===== src/rtl/rf_write_arbiter.sv =====
// Round-robin arbiter sharing the register file write port between the ALU/load
// writeback path (requester 0) and the multi-cycle mul/div unit (requester 1).
module rf_write_arbiter #(
  parameter int WIDTH  = 32,
  parameter int ADDR_W = 5
) (
  input  logic              clk,
  input  logic              rst,
  input  logic              req0_valid,
  input  logic [ADDR_W-1:0] req0_addr,
  input  logic [WIDTH-1:0]  req0_data,
  output logic              req0_ready,
  input  logic              req1_valid,
  input  logic [ADDR_W-1:0] req1_addr,
  input  logic [WIDTH-1:0]  req1_data,
  output logic              req1_ready,
  input  logic [ADDR_W-1:0] rd_addr1,
  input  logic [ADDR_W-1:0] rd_addr2,
  output logic              we_o,
  output logic [ADDR_W-1:0] wa_o,
  output logic [WIDTH-1:0]  wd_o,
  output logic              hazard1_o,
  output logic              hazard2_o,
  output logic              last_gnt_o
);

  logic              gnt0;
  logic              gnt1;
  logic              xfer;
  logic [ADDR_W-1:0] sel_addr;
  logic [WIDTH-1:0]  sel_data;
  logic [ADDR_W-1:0] rd_addr [2];
  logic [1:0]        hazard;

  // Under contention the requester not granted last wins; readys stay low in reset.
  always_comb begin
    gnt0 = 1'b0;
    gnt1 = 1'b0;
    if (!rst) begin
      if (req0_valid && req1_valid) begin
        gnt0 = last_gnt_o;
        gnt1 = ~last_gnt_o;
      end else begin
        gnt0 = req0_valid;
        gnt1 = req1_valid;
      end
    end
  end

  assign req0_ready = gnt0;
  assign req1_ready = gnt1;
  assign xfer       = gnt0 | gnt1;
  assign sel_addr   = gnt1 ? req1_addr : req0_addr;
  assign sel_data   = gnt1 ? req1_data : req0_data;

  // Writes to $0 still consume a grant but never raise the write enable.
  always_ff @(posedge clk or posedge rst) begin
    if (rst) begin
      we_o       <= 1'b0;
      wa_o       <= '0;
      wd_o       <= '0;
      last_gnt_o <= 1'b1;
    end else if (xfer) begin
      we_o       <= |sel_addr;
      wa_o       <= sel_addr;
      wd_o       <= sel_data;
      last_gnt_o <= gnt1;
    end else begin
      we_o       <= 1'b0;
    end
  end

  assign rd_addr[0] = rd_addr1;
  assign rd_addr[1] = rd_addr2;

  genvar gi;
  generate
    for (gi = 0; gi < 2; gi++) begin : g_hazard
      assign hazard[gi] = we_o && (rd_addr[gi] == wa_o);
    end
  endgenerate

  assign hazard1_o = hazard[0];
  assign hazard2_o = hazard[1];

endmodule

===== config.mk =====
export PLATFORM = sky130hd
export DESIGN_NAME = rf_write_arbiter
export DESIGN_NICKNAME = d
export VERILOG_FILES = /design/src/rtl/rf_write_arbiter.sv
export SDC_FILE = /design/constraint.sdc
export NUM_CORES = 1
export LEC_CHECK = 0
export CAP_MARGIN = 0
export CORE_UTILIZATION = 38
export CTS_BUF_LIST = sky130_fd_sc_hd__clkbuf_4
export CTS_CLUSTER_SIZE = 8
export DETAILED_ROUTE_END_ITERATION = 7
export PLACE_DENSITY = 0.8
export SLEW_MARGIN = 30
export SYNTH_ARGS = -nofsm -noshare
export SYNTH_HDL_FRONTEND = slang
export SYNTH_SLANG_ARGS = --single-unit

===== constraint.sdc =====
create_clock -name clk -period 3 [get_ports clk]
set_input_delay 0.45 -clock clk [delete_from_list [all_inputs] [get_ports clk]]
set_output_delay 0.45 -clock clk [all_outputs]
set_load 0.01 [all_outputs]

# == Word level (Yosys, flattened, before mapping) ==
# Cells that the tools add are included.
# word_totals
output_inout_bits,43
register_bits,39
elab_cells,19
in_bits,88
# op_classes
eq_ne,2
bitwise_logic,2
n_reduce_logical,4
n_mux,7
# ops
cell,n
32-bit two-way mux,1
5-bit == test,2
1-bit two-way mux,5
5-bit two-way mux,1
5-bit OR reduction,1
1-bit logical AND,3
1-bit inverter,1
1-bit bitwise OR,1

# == Longest topological paths before layout ==
# depth
ltp_word,6
mapped_depth,5

# == Least setup slack after synthesis ==
# Ideal clock, no wire load.
# synth_timing
path_type,input port to output port
startpoint,input rst
endpoint,output req0_ready
slack_ps,1398
t_arrival_ps,1152
required_ps,2550
stages,5
path_cell_list,nand2b_2 > buf_6 > buf_6 > o21ai_1 > inv_1
# synth_between
elab_chain_cells,1
# synth_rtl
element,line,text
start: declaration,8,"input logic rst,"
1-bit two-way mux,39,if (!rst) begin
end: declaration,12,"output logic req0_ready,"
# Every way passes these cells.

# == Worst setup path after layout ==
# layout_timing
startpoint,input req0_valid
endpoint,output req1_ready
# layout_between
elab_chain_cells,3
# layout_rtl
element,line,text
start: declaration,9,"input logic req0_valid,"
1-bit logical AND,40,if (req0_valid && req1_valid) begin
1-bit two-way mux,40,
1-bit two-way mux,39,
end: declaration,16,"output logic req1_ready,"
# Every way passes these cells.

==> flow_metrics.tcl <==
set metrics [dict create \
    status "completed" \
    arrival_ns 2.08 \
    mostFrequentLayoutCells "clkdlybuf4s50_1 (130), nor2_1 (39), dfrtp_1 (38)" \
    drt-pass1-iter-count 4 \
    p_leak_nw 1.31 \
    yosysTopAreaCell "dfrtp_1" \
    nFillCells 511 \
    drv_slew 0 \
    crit_required_ns 2.55 \
    netlist.area_leader.share_pct 42.0 \
    max_freq_mhz 395 \
    ys_seq_elements 39 \
    p_comb_share_pct 37.2 \
    grt_max_degree 76 \
    syn_inst 248 \
    drt-total-wl_mm 7.29 \
    coreArea_mm2 0.00561 \
    numCtsBuffers 5 \
    synth.area.top_cells "dfrtp_1 (42%), o2111ai_1 (14%), a31oi_1 (10%)" \
    crit_type "primary input to output pin" \
    mappedNetlistArea_mm2 0.00226 \
    finalSetupTns_ns 0 \
    cts-root-buf "clkbuf_4" \
    vias 2438 \
    first_global_vias 2402 \
    maxCapViolCount 0 \
    rows 27 \
    drc 0 \
    synth_nets 336 \
    period_needed_ns 2.53 \
    ir_drop_mv 0.199 \
    fin_worst_skew_ns 0.0108 \
    hold_viol 0 \
    finalWeightedCongestion 0.796 \
    grt_pass1_wl_mm 11.6 \
    fin_crit_sh_pct 84.4 \
    via_per_inst 5.60 \
    syn_avg_cell_area_um2 9.13 \
    crit_chain "clkdlybuf4s50_1, and2_1, or2_4, inv_1, clkdlybuf4s50_1" \
    critPathSlowestCell "clkdlybuf4s50_1" \
    switching_share_pct 31.2 \
    wl_per_cell_um 16.7 \
    area_growth_pct 58.5 \
    yosysUniqueCellTypes 23 \
    setup_violations 0 \
    r2r_cells 4 \
    drive_gt1_share_pct 6.61 \
    switchingPower_w 0.000461 \
    reg2reg_from "last_gnt_o" \
    path_max_fanout 10 \
    setup_slack_ns 0.467 \
    hp-class "primary input to asynchronous set/reset pin" \
    pre_cts_ws_ns 0.465 \
    p_per_area_mw_per_mm2 412 \
    crit_top_cell "clkdlybuf4s50_1" \
    drt-initial-drc-count 179 \
    gr-usage-all-layers_pct 24.0 \
    max-slew-margin-rel_pct 53.9 \
    antenna_found_initial 0 \
    worstSetupStartpointType "primary input" \
    die_area_mm2 0.00627 \
    tritoncts "done" \
    post_cts_buffers 0 \
    clkLatencyLatePin_ns 0.34 \
    ios 131 \
    clock_path_buffers 2 \
    ctsResizeCount 0 \
    tightest_slew_ns 0.691 \
    grt_overflow 0 \
    intPower_w 0.00102 \
    clock_sinks 39 \
    regToRegSetupSlack_ns 1.31 \
    dp_hpwl_mm 5.07 \
    die_w_um 79.2 \
    antennaDiodeCount 0 \
    port_buffers 130 \
    ys_seq_area_share_pct 43.2 \
    p_total_w 0.00148 \
    worstSetupEndpointType "output pin" \
    reg2reg_to "wd_o[15]" \
    cts-htree-levels 2 \
    power_frac_seq_pct 44.0 \
    utilization_pct 64.0 \
    start_util_pct 40.4 \
    slowest_delay_ns 0.53 \
    die_y_um 79.2 \
    nNetsFinal 450 \
    synth_warnings 0 \
    cts_hold_buffers 0 \
    layout_commonest_cell "clkdlybuf4s50_1" \
    clkTransAtPathRegs_ns 0.11 \
    pwr-share-clk_pct 18.8 \
    ant_nets 0 \
    rsz0062_at_grt "no" \
]
[area by class of cell]
| class | count | area, µm² | area share [%] |
|---|---|---|---|
| clock inverters | 1 | 5.00 | 0.139 |
| repair buffers | 138 | 1370 | 38.3 |
| inverters | 5 | 18.8 | 0.523 |
| flip-flops and latches | 39 | 977 | 27.2 |
| multi-input cells | 173 | 1070 | 29.8 |
| well taps | 72 | 90.1 | 2.51 |
| clock buffers | 7 | 52.6 | 1.46 |
[worst max path at each step]
stage,from,end,depth (start not counted)
floorplan,rst,req0_ready,5
global placement,rst,req1_ready,5
detailed placement,req0_valid,req1_ready,5
CTS,req0_valid,req1_ready,5
global route,req0_valid,req0_ready,5
finish,req0_valid,req1_ready,5
[synthesized netlist by cell type]
library cell and number:
nand2b_2 1, nor2_1 39, a31oi_1 37, buf_4 8
and2_1 1, xor2_1 8, o21ai_0 28, buf_2 16
inv_2 1, dfrtp_1 38, o21ai_1 11, and3_1 2
clkbuf_1 3, inv_1 4, nor4_1 2, xnor2_1 2
or4_1 2, o21ba_2 1, o2111ai_1 37, or2_4 1
o22ai_2 1, buf_6 4, dfstp_2 1
[worst max-delay path: cells and delay by family]
kind / cells / cell delay, ns
buffers and inverters: 3 / 1.05
AND/OR/NAND/NOR: 2 / 0.58
[power groups by stage]
stage                     combinational [W]  clock [W]  sequential [W]
after floorplan                    0.000209          0        0.000690
after global placement             0.000542          0        0.000657
after detailed placement           0.000551          0        0.000661
after CTS                          0.000552   0.000286        0.000652
after global routing               0.000593   0.000309        0.000661
final                              0.000549   0.000278        0.000650
[flip-flops by register name (all words and copies together) (netlist names)]
signal      flops
wd_o           32
we_o            1
wa_o            5
last_gnt_o      1
[per-layer routing]
layer  routed length, µm  GRT usage, %  part of all wire, %  up-vias
li1                    -             -                    -     1182
met1                3040          27.7                   42     1129
met2                3570          41.8                   49      112
met3                 544          7.01                  7.5       15
met4                 129          8.73                  1.8        0
met5                   0             0                    0        -
[cell families (layout without fill, tap and decap cells)]
kind of cell           after synthesis  in the layout  synth area share (%)
buffers and inverters               36            151                  9.51
XOR/XNOR                            10             10                  3.87
AND/OR/NAND/NOR                     48             48                  9.29
AO/OA/AOI/OAI                      115            115                  34.2
flip-flops                          39             39                  43.2
[metrics by stage]
stage / area [µm²] / instances / hold slack, ns
2_1_floorplan: 2260 / 248 / 0.580
3_3_place_gp: 3530 / 427 / 0.531
3_5_place_dp: 3530 / 427 / 0.543
4_1_cts: 3590 / 435 / 0.481
5_1_grt: 3590 / 435 / 0.511
6_report: 3590 / 435 / 0.476
(Power assumes the default switching activity.)
